File: src/rtl/rotary_pkg.sv
// Shared definitions for the rotary dial decoder.
//   hs_state_t  : read handshake states (IDLE, HOLD)
//   QS_W        : width of the signed quarter-step counter (holds +/-4)
//   quad_step() : quadrature transition -> signed quarter-step (-1, 0, +1)
//   sat_add()   : signed add of a detent delta, clamped to a given width
package rotary_pkg;

    typedef enum logic {
        IDLE = 1'b0,
        HOLD = 1'b1
    } hs_state_t;

    localparam int QS_W = 4;

    // Gray-code walk 00->10->11->01->00 is clockwise (+1); the reverse walk
    // is -1. No change and two-bit jumps (contact bounce that got past the
    // debouncer, or a missed state) both decode to 0.
    function automatic logic signed [1:0] quad_step(input logic [1:0] prev_ab,
                                                    input logic [1:0] cur_ab);
        logic signed [1:0] step;
        case ({prev_ab, cur_ab})
            4'b00_10, 4'b10_11, 4'b11_01, 4'b01_00: step = 2'sb01;
            4'b10_00, 4'b11_10, 4'b01_11, 4'b00_01: step = 2'sb11;
            default:                                step = 2'sb00;
        endcase
        return step;
    endfunction

    // Add a -1/0/+1 delta to a value already known to fit in 'width' bits
    // and clamp to that width's two's-complement range. Works on 32 bits so
    // one function serves every OUT_WIDTH up to 31.
    function automatic logic signed [31:0] sat_add(input logic signed [31:0] a,
                                                   input logic signed [1:0]  d,
                                                   input int                 width);
        logic signed [31:0] hi;
        logic signed [31:0] lo;
        logic signed [31:0] s;
        hi = (32'sd1 <<< (width - 1)) - 32'sd1;
        lo = -hi - 32'sd1;
        s  = a + 32'(d);
        if (s > hi) begin
            return hi;
        end else if (s < lo) begin
            return lo;
        end
        return s;
    endfunction

endpackage

File: src/rtl/debounce_sync.sv
// Synchroniser plus debouncer for one mechanical contact.
//   aclk  : system clock
//   reset : asynchronous active-high reset
//   din   : raw contact level, asynchronous to aclk
//   dout  : debounced level; follows din once the synchronised value has
//           differed from it for DEBOUNCE_CYCLES consecutive cycles
module debounce_sync #(
    parameter int SYNC_STAGES     = 2,
    parameter int DEBOUNCE_CYCLES = 1000
) (
    input  logic aclk,
    input  logic reset,
    input  logic din,
    output logic dout
);

    localparam int CNT_W = (DEBOUNCE_CYCLES > 1) ? $clog2(DEBOUNCE_CYCLES) : 1;
    localparam logic [CNT_W-1:0] CNT_LAST = CNT_W'(DEBOUNCE_CYCLES - 1);

    logic [SYNC_STAGES-1:0] sync_reg;
    logic                   db_reg;
    logic [CNT_W-1:0]       cnt_reg;
    logic                   sync_out;

    assign sync_out = sync_reg[SYNC_STAGES-1];
    assign dout     = db_reg;

    always_ff @(posedge aclk or posedge reset) begin
        if (reset) begin
            sync_reg <= '0;
            db_reg   <= 1'b0;
            cnt_reg  <= '0;
        end else begin
            sync_reg <= {sync_reg[SYNC_STAGES-2:0], din};
            // Any cycle where the contact agrees with the accepted level
            // restarts the qualification window, so short glitches vanish.
            if (sync_out == db_reg) begin
                cnt_reg <= '0;
            end else if (cnt_reg == CNT_LAST) begin
                db_reg  <= sync_out;
                cnt_reg <= '0;
            end else begin
                cnt_reg <= cnt_reg + CNT_W'(1);
            end
        end
    end

endmodule

File: src/rtl/rotary_accum.sv
// Quadrature decoder and detent accumulator for the front-panel frequency dial.
//   aclk        : system clock, all logic on posedge
//   reset       : asynchronous active-high reset
//   ck, dt      : encoder contacts A/B, asynchronous to aclk
//   read_enable : level request from the consumer, held until out_valid
//   out         : signed detents since the previous read (two's complement)
//   out_valid   : out is valid; stays high while read_enable stays high
module rotary_accum #(
    parameter int OUT_WIDTH        = 8,
    parameter int DEBOUNCE_CYCLES  = 1000,
    parameter int STEPS_PER_DETENT = 4,
    parameter int SYNC_STAGES      = 2
) (
    input  logic                        aclk,
    input  logic                        reset,
    input  logic                        ck,
    input  logic                        dt,
    input  logic                        read_enable,
    output logic signed [OUT_WIDTH-1:0] out,
    output logic                        out_valid
);

    import rotary_pkg::*;

    localparam int FILL_W = $clog2(SYNC_STAGES + 1);
    localparam logic [FILL_W-1:0]      FILL_DONE = FILL_W'(SYNC_STAGES);
    localparam logic signed [QS_W-1:0] QS_MAX    = QS_W'(STEPS_PER_DETENT);

    logic [1:0] pin_ab;
    logic [1:0] cur_ab;

    assign pin_ab = {ck, dt};

    // One synchroniser/debouncer per contact; bit 1 = ck (a), bit 0 = dt (b).
    generate
        for (genvar gi = 0; gi < 2; gi++) begin : g_contact
            debounce_sync #(
                .SYNC_STAGES    (SYNC_STAGES),
                .DEBOUNCE_CYCLES(DEBOUNCE_CYCLES)
            ) u_debounce (
                .aclk (aclk),
                .reset(reset),
                .din  (pin_ab[gi]),
                .dout (cur_ab[gi])
            );
        end
    endgenerate

    // ---------------------------------------------------------------
    // Priming and quadrature decode
    // ---------------------------------------------------------------
    logic [FILL_W-1:0]      fill_reg;
    logic                   primed_reg;
    logic [1:0]             prev_ab_reg;
    logic signed [QS_W-1:0] qs_reg;
    logic signed [QS_W-1:0] qs_sum;
    logic signed [QS_W-1:0] qs_next;
    logic signed [1:0]      step;
    logic signed [1:0]      delta;

    // Until primed, prev_ab holds its reset value, which need not match the
    // contacts; decoding against it could invent a step.
    assign step   = primed_reg ? quad_step(prev_ab_reg, cur_ab) : 2'sb00;
    assign qs_sum = qs_reg + QS_W'(step);

    always_comb begin
        delta   = 2'sb00;
        qs_next = qs_sum;
        if (qs_sum == QS_MAX) begin
            delta   = 2'sb01;
            qs_next = '0;
        end else if (qs_sum == -QS_MAX) begin
            delta   = 2'sb11;
            qs_next = '0;
        end
    end

    always_ff @(posedge aclk or posedge reset) begin
        if (reset) begin
            fill_reg    <= '0;
            primed_reg  <= 1'b0;
            prev_ab_reg <= 2'b00;
            qs_reg      <= '0;
        end else begin
            if (fill_reg != FILL_DONE) begin
                fill_reg <= fill_reg + FILL_W'(1);
            end
            if (primed_reg) begin
                prev_ab_reg <= cur_ab;
                qs_reg      <= qs_next;
            end else if (fill_reg == FILL_DONE) begin
                prev_ab_reg <= cur_ab;
                primed_reg  <= 1'b1;
            end
        end
    end

    // ---------------------------------------------------------------
    // Accumulator and read handshake
    // ---------------------------------------------------------------
    hs_state_t                  state_reg;
    logic signed [OUT_WIDTH-1:0] acc_reg;
    logic signed [OUT_WIDTH-1:0] acc_next;
    logic signed [OUT_WIDTH-1:0] out_reg;
    logic                        out_valid_reg;
    logic signed [31:0]          acc_sum32;

    assign acc_sum32 = sat_add(32'(acc_reg), delta, OUT_WIDTH);
    assign acc_next  = acc_sum32[OUT_WIDTH-1:0];

    assign out       = out_reg;
    assign out_valid = out_valid_reg;

    // A read hands over acc_next rather than acc_reg so a detent decoded in
    // the same cycle is neither lost nor counted twice; the accumulator
    // restarts from zero and keeps counting while the result is held.
    always_ff @(posedge aclk or posedge reset) begin
        if (reset) begin
            state_reg     <= IDLE;
            acc_reg       <= '0;
            out_reg       <= '0;
            out_valid_reg <= 1'b0;
        end else begin
            case (state_reg)
                IDLE: begin
                    if (read_enable) begin
                        out_reg       <= acc_next;
                        acc_reg       <= '0;
                        out_valid_reg <= 1'b1;
                        state_reg     <= HOLD;
                    end else begin
                        acc_reg <= acc_next;
                    end
                end
                HOLD: begin
                    acc_reg <= acc_next;
                    if (!read_enable) begin
                        out_valid_reg <= 1'b0;
                        state_reg     <= IDLE;
                    end
                end
            endcase
        end
    end

endmodule

File: config.mk
export PLATFORM = sky130hd
export DESIGN_NAME = rotary_accum
export DESIGN_NICKNAME = d
export VERILOG_FILES = /design/src/rtl/rotary_pkg.sv /design/src/rtl/debounce_sync.sv /design/src/rtl/rotary_accum.sv
export SDC_FILE = /design/constraint.sdc
export NUM_CORES = 1
export LEC_CHECK = 0
export ABC_AREA = 1
export BUFFER_PORTS_ARGS = -buffer_cell sky130_fd_sc_hd__buf_2
export CAP_MARGIN = 20
export CORE_AREA = 2 2 92 94
export DETAILED_ROUTE_END_ITERATION = 8
export DIE_AREA = 0 0 94 96
export PLACE_DENSITY_LB_ADDON = 0.08
export SYNTH_ARGS = -nofsm -noshare
export SYNTH_HDL_FRONTEND = slang
export SYNTH_SLANG_ARGS = --single-unit
File: constraint.sdc
create_clock -name aclk -period 11.5 [get_ports aclk]
set_input_delay 2.3 -clock aclk [delete_from_list [all_inputs] [get_ports aclk]]
set_output_delay 2.3 -clock aclk [all_outputs]
set_load 0.005 [all_outputs]
**Word-level counts from Yosys, hierarchy flattened**

Memories as Yosys holds them, arrays and structs flattened.
Cells that the tools add are included.

- Bits in registers: 53
- Memories: 1
- Word-level logic and storage cells: 64
- ROM bits: 32
- Output and inout port bits: 9
- Input bits: 5

Memories:

| memory | depth | bits a word | read ports | clocked after memory_dff | write ports | RTL line | source |
|---|---|---|---|---|---|---|---|
| (name not given) | 16 | 2 | 1 | 0 | 0 | rotary_pkg.sv:21 | `case ({prev_ab, cur_ab})` |

- Multiplexer cells: 24
- Reductions and logical operators: 5
- Eq/ne operators: 10
- $lt $le $gt $ge: 2
- Bitwise operators: 3
- $add $sub $neg: 5

Operators by type and width:

| operator | count |
|---|---|
| 2-to-1 mux 10 bit | 4 |
| 2-to-1 mux 8 bit | 4 |
| adder 10 x 1 -> 10 bit, second input constant | 2 |
| equality test 10 bit, second input constant | 2 |
| one-hot mux 8 bit (2 select lines) | 1 |
| 2-to-1 mux 2 bit | 5 |
| adder 8 x 2 -> 9 bit | 1 |
| greater-than comparator 9 x 8 -> 1 bit, second input constant | 1 |
| < comparator 9 x 8 -> 1 bit, second input constant | 1 |
| 2-to-1 mux 4 bit | 2 |
| AND reduction 2 bit | 4 |
| 2-to-1 mux 1 bit | 7 |
| != test 2 bit, second input constant | 3 |
| adder 4 x 2 -> 4 bit | 1 |
| equality test 4 x 3 -> 1 bit, second input constant | 1 |
| equality test 4 bit, second input constant | 1 |
| inverter 1 bit | 3 |
| adder 2 x 1 -> 2 bit, second input constant | 1 |
| equality test 1 bit | 2 |
| equality test 2 bit, second input constant | 1 |
| one-hot mux 1 bit (2 select lines) | 1 |
| nonzero test 2 bit | 1 |

**Depth between registers and ports, before layout**

Gate-level depths: netlist of run 1.
An unclocked memory read counts as a cell.

- Depth after elaboration: 13
- Gate-level depth with buffers: 29
- Mapped depth without buffers: 29

**Cells and area by module**

From an unflattened synthesis of run 1, not the netlist that was laid out.

- Cells, all modules: 367
- Area, all modules: 3,044.2 um^2

Modules (own cells, without submodules):

| module | seq. area each (um^2) | times used | cells an instance | area each (um^2) |
|---|---|---|---|---|
| rotary_accum | 675.6 | 1 | 237 | 1,813.0 |
| debounce_sync | 325.3 | 2 | 65 | 615.6 |

**Worst setup path after synthesis of run 1**

Ideal clock, no wire load.

- Kind: register to register
- From: register g_contact[0].u_debounce.db_reg
- To: register out_reg[1] (netlist: out[1])
- Data required time: 11,383 ps
- Arrival time: 3,540 ps
- Path buffers: 1
- Clock period less this slack: 3,658 ps
- Slack: 7,842 ps
- Stages on the path, launching flop included: 23
- Setup time: 117 ps
- Cell sequence: dfrtp_1 > inv_1 > ha_1 > xor2_1 > o21ai_0 > a21oi_1 > ha_1 > inv_1 > fa_1 > inv_1 > nor3_4 > nand3_4 > inv_2 > ha_1 > a21oi_1 > o21ai_2 > inv_2 > nand3_1 > nand2_1 > nand2_2 > buf_6 > nand3_1 > nand2_1

- Cells in the longest elaborated chain, start to end: 11
- Elaborated cells on any way between the ends: 14
- Classes of those cells: 2 x add/sub; 2 x order compare; 2 x eq/ne; 7 x mux; 1 x memory

RTL lines:

| what | RTL line | source |
|---|---|---|
| start, declared | debounce_sync.sv:21 | `logic db_reg;` |
| start signal, assigned | debounce_sync.sv:40 | `db_reg <= sync_out;` |
| memory read (16 x 2 bit) (*) | n/a |  |
| 2-to-1 mux 2 bit (*) | rotary_accum.sv:63 | `assign step = primed_reg ? quad_step(prev_ab_reg, cur_ab) : 2'sb00;` |
| adder 4 x 2 -> 4 bit (*) | rotary_accum.sv:64 | `assign qs_sum = qs_reg + QS_W'(step);` |
| equality test 4 x 3 -> 1 bit | rotary_accum.sv:72 | `end else if (qs_sum == -QS_MAX) begin` |
| 2-to-1 mux 2 bit | rotary_accum.sv:72 |  |
| 2-to-1 mux 2 bit (*) | rotary_accum.sv:69 | `if (qs_sum == QS_MAX) begin` |
| adder 8 x 2 -> 9 bit (*) | rotary_pkg.sv:40 | `s = a + 32'(d);` |
| < comparator 9 x 8 -> 1 bit | rotary_pkg.sv:43 | `end else if (s < lo) begin` |
| 2-to-1 mux 1 bit | rotary_pkg.sv:43 |  |
| 2-to-1 mux 1 bit | rotary_pkg.sv:41 | `if (s > hi) begin` |
| 2-to-1 mux 8 bit (*) | rotary_pkg.sv:46 | `return s;` |
| end signal, assigned | rotary_accum.sv:127 | `out_reg <= acc_next;` |
| end, declared | rotary_accum.sv:104 | `logic signed [OUT_WIDTH-1:0] out_reg;` |

Every way passes the cells marked *; elsewhere a longest branch is shown, timed or not.
A chain may end at the register's enable or synchronous reset.

**Final worst setup path of run 1**

- From: register g_contact[0].u_debounce.db_reg
- To: register out_reg[0] (netlist: out[0])

The elaborated chain is that of the path after synthesis.

==> flow_summary.ini, run 1 <==
[flow_run]
drv_cap = 0

[logic_synthesis]
synth.distinct_cells = 33
synth-seq-area-share_pct = 45.28
synth_seq_cells = 53
syn-num-nets = 374
synth_ff_type = dfrtp_1
async_reset_ff_share_pct = 100.0
synth_edf_count = 0
syn_area_um2 = 2929
synth_cells = 352
avgSynthCellArea_um2 = 8.321
ys_warn_count = 0

[cells_and_area]
finalNetCount = 393
drive_gt1_share_pct = 14.78
layout_common_cells = 89 x nand2_1, 53 x dfrtp_1, 40 x inv_1, 33 x nor2_1, 23 x nand3_1
final_util_pct = 39.78
areaGrowthSynthToFinish_pct = 9.355
largest_register_ffs = 20
seqCellArea_um2 = 1326
multi_input_area_um2 = 1414
diodes = 0
layout_commonest_cell = nand2_1
fillCellCount = 847

[sta]
max_freq_ghz = 0.2449
rsz0062_at_grt = false
hold_viol_final = 0
slew_violations = 0
fin_worst_skew_ns = 0.006599
finalCriticalPeriod_ns = 4.084
setup_tns_ns = 0
setup_viol = 0
tightest_slew_ns = 0.6732
holdWs_ns = 0.3530
max-slew-margin-rel_pct = 55.12
fin_crit_sh_pct = 35.51
fin_ws_ns = 7.416

[grt]
grt_pass1_wl_um = 9556
grt_pass1_vias = 2105
antenna_found_initial = 0
grt_max_degree = 54
grt_usage_pct = 13.46
gr-total-overflow = 0

[clock_network]
clkLatencyLatePin_ns = 0.31
clock_sinks = 53
numCtsBuffers = 5
clockRootBuffer = clkbuf_8
cts_max_level = 2
cts_resized = 0
tritoncts = built
postCtsHoldBufs = 0
cts_setup_buffers = 0
clockBufferDepth = 2
path_clk_slew_ns = 0.10

[routing]
antenna_left = 0
detail_route.vias_per_cell = 4.625
wire_per_inst_um = 11.30
dr.pass1.iters = 4
drt_iter0_drc = 69
drc_errors = 0
vias = 2206
finalWirelength_um = 5392

[die]
start_util_pct = 36.38
core.rowCount = 33
pin_count = 14
fp.dieH_um = 96
die_w_um = 94
core_area_um2 = 8051
dieArea_um2 = 9024

[setup_path]
cp-start-kind = register
crit_family = adder cells
crit_chain = inv_1 > ha_1 > xor2_1 > o21ai_0 > a21oi_1 > ha_1 > inv_1 > fa_1 > inv_1 > nor3_4 > nand3_4 > inv_2 > ha_1 > a21oi_1 > o21ai_2 > inv_2 > nand2_2 > nand2_1 > nand2_1 > nand2_2 > nand2_1 > nand2_1 > nand2_1 > nand2_1
path_max_fanout = 13
cp.required_ns = 11.76
path_buf_inv = 5
critical_path_class = register to register
cp_slowest_cell = fa_1
crit_arrival_ns = 4.34
cpPeakStageDelay_ns = 0.49
cpMostUsedCell = nand2_1
endpoint_kind = register

[power_and_ir_drop]
cellLeakagePower_nw = 1.618
p_per_area_nw_per_um2 = 96.39
peakVddDrop_mv = 0.09427

[placement]
gp_congestion = 0.8150
pre_cts_ws_ns = 7.428
port-buffer-count = 13
hpwl_um = 4104

[run_status]
status = complete, no violations

[min_path]
worstHoldPathType = register to register
## power by group
group          total [mW]  leakage, nW  switching [mW]  internal (mW)
clock network       0.106       0.0456          0.0621         0.0435
logic              0.0117        0.860         0.00840        0.00326
registers           0.191        0.712         0.00210          0.189
## kinds of logic (layout without fill, tap and decap cells)
family / count (synthesis) / after routing / share of synthesized area [%]
XOR/XNOR: 10 / 10 / 2.990
flip-flops: 53 / 53 / 45.28
AO/OA/AOI/OAI: 33 / 33 / 6.322
adder cells (fa/ha/maj): 17 / 17 / 7.518
buffers and inverters: 48 / 68 / 6.450
AND/OR/NAND/NOR: 191 / 191 / 31.44
## worst register-to-register path, cell delays in order (launching register included)
cell and delay (ns):
dfrtp_1 0.42, inv_1 0.11, ha_1 0.32, xor2_1 0.16, o21ai_0 0.09, a21oi_1 0.15, ha_1 0.20, inv_1 0.06
fa_1 0.49, inv_1 0.07, nor3_4 0.36, nand3_4 0.17, inv_2 0.15, ha_1 0.30, a21oi_1 0.19, o21ai_2 0.08
inv_2 0.07, nand2_2 0.06, nand2_1 0.05, nand2_1 0.06, nand2_2 0.19, nand2_1 0.10, nand2_1 0.07, nand2_1 0.04
nand2_1 0.06
## metal layers
layer  routed length [µm]  vias up  GRT usage, %
li1                     -     1161             -
met1                 2741     1023         18.93
met2                 2454       16         21.19
met3                  128        6         2.584
met4                   68        0         3.986
met5                    0        -             0
## area by class of cell
cell class	instances	area share, %
multi-input combinational	251	44.14
sequential	53	41.41
inverter	46	5.391
tap	105	4.102
clock buffer	6	2.266
timing repair buffer	14	2.266
clock inverter	2	0.4297
## cells in the mapped netlist (all sizes together) (3+ instances only)
library cell | n | area share [%]
nand3 | 30 | 6.6
dfrtp | 53 | 45
o21ai | 13 | 2.5
nor3 | 9 | 1.9
nor3b | 3 | 0.77
o21a | 3 | 0.77
inv | 45 | 5.8
a21oi | 15 | 2.6
xnor2 | 4 | 1.2
xor2 | 6 | 1.8
nor2 | 34 | 4.6
ha | 16 | 6.8
nand2 | 107 | 16
## through the flow
step           instances  total power, mW  cell area [µm²]
6_report             477           0.3087             3203
3_3_place_gp         469           0.2073             3117
4_1_cts              477           0.3150             3203
2_1_floorplan        352           0.2028             2929
5_1_grt              477           0.3244             3203
3_5_place_dp         469           0.2075             3117
## worst paths after layout
check / slack [ns] / endpoint / depth (start not counted) / from
worst min register to register: 0.35 / g_contact[1].u_debounce.sync_reg[1] / 0 / g_contact[1].u_debounce.sync_reg[0]
worst max register to register: 7.42 / out[0] / 24 / g_contact[0].u_debounce.dout
worst min-delay path: 0.35 / g_contact[1].u_debounce.sync_reg[1] / 0 / g_contact[1].u_debounce.sync_reg[0]
worst max-delay path: 7.42 / out[0] / 24 / g_contact[0].u_debounce.dout
min in group asynchronous: 2.16 / g_contact[1].u_debounce.cnt_reg[6] / 3 / reset
max in group asynchronous: 8.89 / qs_reg[2] / 3 / reset
No activity file was read; power rests on OpenSTA's default activity.
==> inputs of run 2 (changes only) <==
Clock period 11.5 ns to 4.05 ns, I/O delays scaled along.
==> run 2 against run 1 <==
Effect of this change:
- die area is the same
- cell count rose by 3.6%
- clock power grew to 2.7 times the previous value
- setup slack worse by 7.2 ns
- first-iteration DRC count decreased by 25%
- non-clock buffer count grew 18
- via count grew 2.0%
- maximum frequency grew 7.6%
- utilization is 3.5 points higher
- worst hold slack better by 0.0013 ns
- global-route usage is 0.53 points lower
- critical path type unchanged
- critical path depth up 3
==> flow_summary.ini, run 2 (synthesized netlist as in run 1, its figures left out) <==
[run_status]
status = complete, no violations

[die]
core.rowCount = 33
die_w_um = 94
pin_count = 14
start_util_pct = 36.38
fp.dieH_um = 96
dieArea_um2 = 9024
core_area_um2 = 8051

[cells_and_area]
finalNetCount = 411
layout_common_cells = 78 x nand2_1, 53 x dfrtp_1, 36 x inv_1, 33 x nor2_1, 22 x nand3_1
layout_commonest_cell = nand2_1
largest_register_ffs = 20
final_util_pct = 43.26
areaGrowthSynthToFinish_pct = 18.92
diodes = 0
drive_gt1_share_pct = 24.68
fin_cells = 494

[sta]
holdWs_ns = 0.3543
max_freq_ghz = 0.2635
finalCriticalPeriod_ns = 3.796
max-slew-margin-rel_pct = 51.81
fin_worst_skew_ns = 0.01440
fin_ws_ns = 0.2543
fin_crit_sh_pct = 93.72
tightest_slew_ns = 0.7218
hold_viol_final = 0
setup_viol = 0
slew_violations = 0

[routing]
drc_errors = 0
antenna_left = 0
finalWirelength_um = 5511
vias = 2251
dr.pass1.iters = 4
detail_route.vias_per_cell = 4.557
drt_iter0_drc = 52
wire_per_inst_um = 11.16

[setup_path]
cp-start-kind = register
critical_path_class = register to register
path_max_fanout = 8
endpoint_kind = register
crit_arrival_ns = 4.04
reg2reg_slack_ns = 0.25
cp.required_ns = 4.29

[grt]
grt_pass1_wl_um = 9321
grt_max_degree = 36
gr-total-overflow = 0
grt_pass1_vias = 2060
grt_usage_pct = 12.93
antenna_found_initial = 0

[placement]
port-buffer-count = 13
gp_congestion = 0.7576
hpwl_um = 4103
dp_cells = 470
pre_cts_ws_ns = 0.02222

[power_and_ir_drop]
power.total_mw = 0.8610
peakVddDrop_mv = 0.1778
cellLeakagePower_nw = 1.702
p_per_area_nw_per_um2 = 247.2

[clock_network]
clock_sinks = 53
clockBufferDepth = 2
clockRootBuffer = clkbuf_8
cts_max_level = 2
clkLatencyLatePin_ns = 0.30
path_clk_slew_ns = 0.09
numCtsBuffers = 5
tritoncts = built

[min_path]
worstHoldPathType = register to register

[flow_run]
drv_cap = 0
[run 2: cell type report]
type,instances,area (µm²)
well taps,105,131.4
clock inverters,1,8.758
clock buffers,6,72.57
multi-input cells,251,1549
repair buffers,32,215.2
inverters,46,180.2
flip-flops and latches,53,1326
fillers,826,4568
[run 2: path summary, 6_finish.rpt]
check | cells past startpoint | endpoint | from
min in group asynchronous | 2 | out[7] | reset
setup / recovery | 27 | out[2] | g_contact[0].u_debounce.dout
max in group asynchronous | 3 | qs_reg[0] | reset
hold reg to reg | 0 | g_contact[0].u_debounce.sync_reg[1] | g_contact[0].u_debounce.sync_reg[0]
setup reg to reg | 27 | out[2] | g_contact[0].u_debounce.dout
hold / removal | 0 | g_contact[0].u_debounce.sync_reg[1] | g_contact[0].u_debounce.sync_reg[0]
[run 2: routing by layer]
layer / vias up / track usage, % / part of all wire, %
met5: - / 0 / 0
met4: 0 / 3.986 / 1.3
met3: 6 / 2.193 / 1.9
met2: 12 / 20.77 / 47
met1: 1041 / 17.95 / 50
li1: 1192 / - / -
[run 2: timing repair]
item | in CTS | in global routing
endpoints found under the setup margin | 0 | 16
buffers inserted | 0 | 17
hold buffers | 0 | 0
resized for setup | 0 | 41
[run 2: power breakdown]
group          total [mW]  switching (mW)  leakage (nW)  internal (mW)
logic              0.0330          0.0238         0.949        0.00926
registers           0.543         0.00582         0.712          0.537
clock network       0.285           0.165        0.0412          0.120
total               0.861           0.194          1.70          0.667
[run 2: per-stage QoR]
step	setup TNS [ns]	area, µm²
2_1_floorplan	0	2929
3_3_place_gp	0	3124
3_5_place_dp	0	3124
4_1_cts	0	3206
5_1_grt	-0.04712	3483
6_report	0	3483
[run 2: worst max-delay path, cell delays in order, from the launching register on]
cell	delay, ns
dfrtp_1	0.43
inv_2	0.09
ha_4	0.28
xor2_2	0.14
o21ai_1	0.07
a21oi_1	0.14
ha_2	0.21
inv_2	0.04
fa_2	0.57
inv_2	0.05
nor3_4	0.25
nand3_4	0.18
nand2_2	0.11
nand2_2	0.06
inv_2	0.06
ha_1	0.13
inv_1	0.04
nand2_2	0.07
nand4_1	0.09
nand2_2	0.11
nand2_2	0.06
nand2_2	0.07
nand2_4	0.07
inv_4	0.08
nand2_8	0.09
nand2_2	0.08
nand3_1	0.08
nand2_1	0.08
